**config.mk**
```make
export PLATFORM = sky130hd
export DESIGN_NAME = sargantana_tag_ctrl
export DESIGN_NICKNAME = d
export VERILOG_FILES = /design/src/rtl/sargantana_tag_ctrl.sv
export SDC_FILE = /design/constraint.sdc
export NUM_CORES = 1
export LEC_CHECK = 0
export ABC_AREA = 0
export CAP_MARGIN = 20
export CELL_PAD_IN_SITES_DETAIL_PLACEMENT = 1
export CELL_PAD_IN_SITES_GLOBAL_PLACEMENT = 1
export CORE_ASPECT_RATIO = 0.9
export CORE_MARGIN = 1
export CORE_UTILIZATION = 23
export DETAILED_ROUTE_END_ITERATION = 12
export PLACE_DENSITY = 0.91
export SYNTH_ARGS = -nofsm -noshare
export SYNTH_HDL_FRONTEND = slang
export SYNTH_SLANG_ARGS = --single-unit
```
**constraint.sdc**
```tcl
create_clock -name clk_i -period 2.2 [get_ports clk_i]
set_input_delay 0.33 -clock clk_i [delete_from_list [all_inputs] [get_ports clk_i]]
set_output_delay 0.33 -clock clk_i [all_outputs]
set_load 0.01 [all_outputs]
```
**src/rtl/sargantana_tag_ctrl.sv**
```systemverilog
// Tag-way sequencer for the instruction cache: arbitrates sweep, refill and lookup access
// to the shared way memories, picks refill victims round-robin and resolves lookup hits.
module sargantana_tag_ctrl #(
    parameter int unsigned NUM_WAYS       = 4,
    parameter int unsigned TAG_DEPTH      = 64,
    parameter int unsigned TAG_ADDR_WIDTH = $clog2(TAG_DEPTH),
    parameter int unsigned TAG_WIDTH      = 20
) (
    input  logic                          clk_i,
    input  logic                          rst_i,

    input  logic                          lookup_valid_i,
    output logic                          lookup_ready_o,
    input  logic [TAG_ADDR_WIDTH-1:0]     lookup_idx_i,
    input  logic [TAG_WIDTH-1:0]          lookup_tag_i,
    output logic                          resp_valid_o,
    output logic                          resp_hit_o,
    output logic [NUM_WAYS-1:0]           resp_way_o,

    input  logic                          refill_valid_i,
    output logic                          refill_ready_o,
    input  logic [TAG_ADDR_WIDTH-1:0]     refill_idx_i,
    input  logic [TAG_WIDTH-1:0]          refill_tag_i,
    output logic [NUM_WAYS-1:0]           refill_way_o,

    input  logic                          inv_req_i,
    output logic                          inv_busy_o,
    output logic                          inv_done_o,

    output logic [NUM_WAYS-1:0]           way_req_o,
    output logic                          way_we_o,
    output logic [TAG_ADDR_WIDTH-1:0]     way_addr_o,
    output logic [TAG_WIDTH-1:0]          way_tag_o,
    output logic                          way_vbit_o,
    input  logic [NUM_WAYS*TAG_WIDTH-1:0] way_tag_i,
    input  logic [NUM_WAYS-1:0]           way_vbit_i
);

    localparam int unsigned WayIdxW = $clog2(NUM_WAYS);

    typedef enum logic [0:0] {StRun, StInv} state_e;

    state_e                    state_q, state_d;
    logic [TAG_ADDR_WIDTH-1:0] cnt_q, cnt_d;
    logic [WayIdxW-1:0]        rr_q, rr_d;
    logic                      pend_q, pend_d;
    logic [TAG_WIDTH-1:0]      tag_q, tag_d;
    logic                      done_q, done_d;

    logic                      refill_acc;
    logic                      lookup_acc;
    logic [NUM_WAYS-1:0]       match;
    logic [NUM_WAYS-1:0]       match_low;

    assign lookup_ready_o = (state_q == StRun) & ~inv_req_i & ~refill_valid_i;
    assign refill_ready_o = (state_q == StRun) & ~inv_req_i;
    assign refill_acc     = refill_valid_i & refill_ready_o;
    assign lookup_acc     = lookup_valid_i & lookup_ready_o;
    assign refill_way_o   = NUM_WAYS'(1) << rr_q;
    assign inv_busy_o     = (state_q == StInv);
    assign inv_done_o     = done_q;

    always_comb begin
        state_d    = state_q;
        cnt_d      = cnt_q;
        rr_d       = rr_q;
        pend_d     = 1'b0;
        tag_d      = tag_q;
        done_d     = 1'b0;
        way_req_o  = '0;
        way_we_o   = 1'b0;
        way_addr_o = '0;
        way_tag_o  = '0;
        way_vbit_o = 1'b0;
        unique case (state_q)
            StRun: begin
                if (inv_req_i) begin
                    state_d = StInv;
                    cnt_d   = '0;
                end else if (refill_acc) begin
                    way_req_o  = refill_way_o;
                    way_we_o   = 1'b1;
                    way_vbit_o = 1'b1;
                    way_addr_o = refill_idx_i;
                    way_tag_o  = refill_tag_i;
                    rr_d = (rr_q == WayIdxW'(NUM_WAYS - 1)) ? '0 : rr_q + 1'b1;
                end else if (lookup_acc) begin
                    way_req_o  = '1;
                    way_addr_o = lookup_idx_i;
                    pend_d     = 1'b1;
                    tag_d      = lookup_tag_i;
                end
            end
            StInv: begin
                way_req_o  = '1;
                way_we_o   = 1'b1;
                way_addr_o = cnt_q;
                cnt_d      = cnt_q + 1'b1;
                if (cnt_q == TAG_ADDR_WIDTH'(TAG_DEPTH - 1)) begin
                    state_d = StRun;
                    cnt_d   = '0;
                    done_d  = 1'b1;
                end
            end
            default: state_d = StRun;
        endcase
    end

    // Way memories return read data the cycle after the request, so the compare
    // happens combinationally against the tag registered at accept time.
    always_comb begin
        match = '0;
        for (int i = 0; i < NUM_WAYS; i++) begin
            match[i] = way_vbit_i[i] & (way_tag_i[i*TAG_WIDTH +: TAG_WIDTH] == tag_q);
        end
    end

    assign match_low    = match & (~match + NUM_WAYS'(1));
    assign resp_valid_o = pend_q;
    assign resp_hit_o   = pend_q & (|match);
    assign resp_way_o   = pend_q ? match_low : '0;

    always_ff @(posedge clk_i) begin
        if (rst_i) begin
            state_q <= StRun;
            cnt_q   <= '0;
            rr_q    <= '0;
            pend_q  <= 1'b0;
            tag_q   <= '0;
            done_q  <= 1'b0;
        end else begin
            state_q <= state_d;
            cnt_q   <= cnt_d;
            rr_q    <= rr_d;
            pend_q  <= pend_d;
            tag_q   <= tag_d;
            done_q  <= done_d;
        end
    end

endmodule

```
==> results.md <==
* Max clock buf depth at 2
* Worst slack at placement at -912 ps
* Failing checks: negative setup slack
* Rel. slew slack at 63.3%
* Syn_nets at 476
* Critical Path RT at 1870 ps
* Clock Sink Count at 31
* FP Rows at 36
* Antenna viol nets, final at 0
* Hold slack at 490 ps
* Int Power at 1.64 mW
* DRC viols at 0
* CP Class: in -> out
* # setup viols final at 5
* Status: complete, but fails checks
* Top cell type's share of synthesized area at 24.1%
* Final RePlAce weighted congestion at 0.826
* Placed insts at 673
* Cells after Synth at 330
* Layout cells sized above 1 at 18.9%
* Logic gate share of total power at 31.2%
* Total Wirelength at 12800 um
* Post-Layout Cell Count at 686
* Final worst path period share at 113%
* IO Count at 187
* Initial DRC count at 100
* Worst skew pair latency at 270 ps
* Flop pwr share at 27.3%
* Worst Setup End Kind: output port
* R2r setup slk at 340 ps
* Final Hold Fails at 0
* DIE AREA at 0.0116 mm2
* Net Switching at 0.555 mW
* First-pass GRT wire length at 18300 um
* Antenna Cells at 0
* HP Class: reg -> reg
* Crit path arrival time at 2160 ps
* Leakage Power at 2.29 nW
* DR WL/cell at 18.7 um
* Gr usage total at 21.0%
* CTS tree: built
* Initial Utilization at 23.7%
* Reg clk slew, reported paths at 50 ps
* Startpoint type of the worst setup path: input port
* Overall Power at 2.20 mW
* Grt total ovfl at 0
* Vias in the first global route at 3511
* Total CTS buffers at 5
* Synth unique cells at 34
* Placeable Area at 0.0109 mm2
* Fmax at 0.402 GHz
* Setup_tns at -967 ps
* Placed inst area at 0.00479 mm2
* Largest net degree at the start of global routing at 32
* Vias at 3208
* Critical-path maximum fanout at 3
* Peak supply drop at 0.261 mV
* PwrDens at 420 mW/mm2
* CTS root buffer: clkbuf_16
* # nets final at 679
* Clk pwr share at 41.5%
* Yosys reg bits at 31
* Cell Area, Synth at 0.00257 mm2
* Synth area leader: dfxtp_1
* Unrepaired setup endpoints after global routing: yes
* Dpl hpwl at 10200 um
* Die Height at 102 um
* Number of port buffers at 186
* Max-cap viol count at 0
* Seq/Total Area, Yosys at 24.1%
* Final Cell Area at 0.00523 mm2
* Worst-Margin Slew at 544 ps
* Clock skew at 4.03 ps
* Total number of H-tree levels at 2
* Switching Share at 25.3%
* Syn_area_per_cell at 7.79 um2
* Die X at 113 um
* Vias/cell at 4.68
* Synth warn at 0
* Antenna violations before repair at 2
* Post-layout min period at 2490 ps
* Synth top area cells: dfxtp_1, xnor2_1, xor2_1, nand2_1, a21oi_1
* DR pass1 iterations at 4
* Max Slew Vio Count at 0
* # hold bufs at CTS at 0
* Post-layout util at 48.2%
* Area delta synth->final at 104%
* Final worst slack at -290 ps
-- layout by cell type (no fill, tap or decap), types with 9 or more instances in the layout --
| master | n |
|---|---|
| buf_4 | 37 |
| dlymetal6s2s_1 | 14 |
| xnor2_1 | 45 |
| inv_1 | 9 |
| and3_1 | 23 |
| dlygate4sd2_1 | 29 |
| nor2_1 | 13 |
| a21oi_1 | 29 |
| dfxtp_1 | 20 |
| nand4_1 | 15 |
| clkdlybuf4s50_1 | 138 |
| nand2_1 | 42 |
| xor2_1 | 22 |
-- path summary, 6_finish.rpt --
| path | from | end | cells after the start |
|---|---|---|---|
| max | way_tag_i[54] | resp_way_o[2] | 8 |
| min | cnt_q[5] | inv_done_o | 2 |
| max reg2reg | cnt_q[0] | cnt_q[3] | 6 |
| min reg2reg | cnt_q[5] | inv_done_o | 2 |
-- timing repair --
item                       CTS  global route
setup buffers                3             2
resized for setup           82            31
pin swaps                   28            19
setup endpoints to repair   37             9
-- critical path, stage by stage --
cell             delay [ps]
clkdlybuf4s50_1         420
xor2_1                  150
nor4_2                  260
buf_4                   190
nand4_1                 170
nor4_4                  230
and4b_1                 280
buf_6                   120
-- power by group through the flow --
stage                     Combinational, mW  Clock, mW  Sequential [mW]
final                                 0.686      0.911            0.600
after global routing                  0.730      0.950            0.602
after CTS                             0.678      0.924            0.599
after detailed placement              0.671          0            0.612
after global placement                0.639          0            0.610
after floorplan                       0.245          0            0.598
-- synthesized netlist by cell type --
master	count
nand4_1	15
buf_2	17
and4b_1	1
nor2b_1	1
nor4_2	1
o22ai_1	1
ha_1	5
buf_6	3
and4_1	1
nand3_1	5
and2_1	3
and3_1	23
a222oi_1	6
inv_1	9
dfxtp_1	31
o21ai_0	3
nand2_1	42
nor4_4	2
nand2b_1	1
nor2_1	13
or2_2	1
a211o_1	4
clkbuf_1	16
xnor2_1	52
a21o_1	1
nand3b_1	1
xor2_2	1
nor4_1	8
nor3_1	2
nor4b_2	1
a21oi_1	29
nor3b_1	3
o41a_1	1
xor2_1	27
-- area by class of cell --
| class | count | area (um2) |
|---|---|---|
| clock inverter | 3 | 67.6 |
| tap | 152 | 190 |
| fill | 1258 | 5630 |
| timing repair buffer | 232 | 2250 |
| clock buffer | 5 | 125 |
| multi-input combinational | 254 | 1920 |
| sequential | 31 | 642 |
| inverter | 9 | 33.8 |
-- sequential cells by signal (all words and copies together), names as in the netlist --
name,cells
cnt_q,6
tag_q,20
inv_done_o,1
resp_valid_o,1
rr_q,2
inv_busy_o,1
-- metal layers --
layer	track usage [%]	part of all wire, %
met5	0	0.27
met4	8.50	3.0
met3	6.58	7.0
met2	41.8	52
met1	20.2	37
-- cell families (layout without fill, tap and decap cells) --
family                   Yosys count  count (layout)  synth area share, %
AO/OA/AOI/OAI                     45              45                 10.9
XOR/XNOR                          80              80                 27.6
adder cells (fa/ha/maj)            5               5                 2.43
buffers and inverters             45             249                 8.28
flip-flops                        31              31                 24.1
AND/OR/NAND/NOR                  124             124                 26.7
Power figures use the tool's default switching activity.
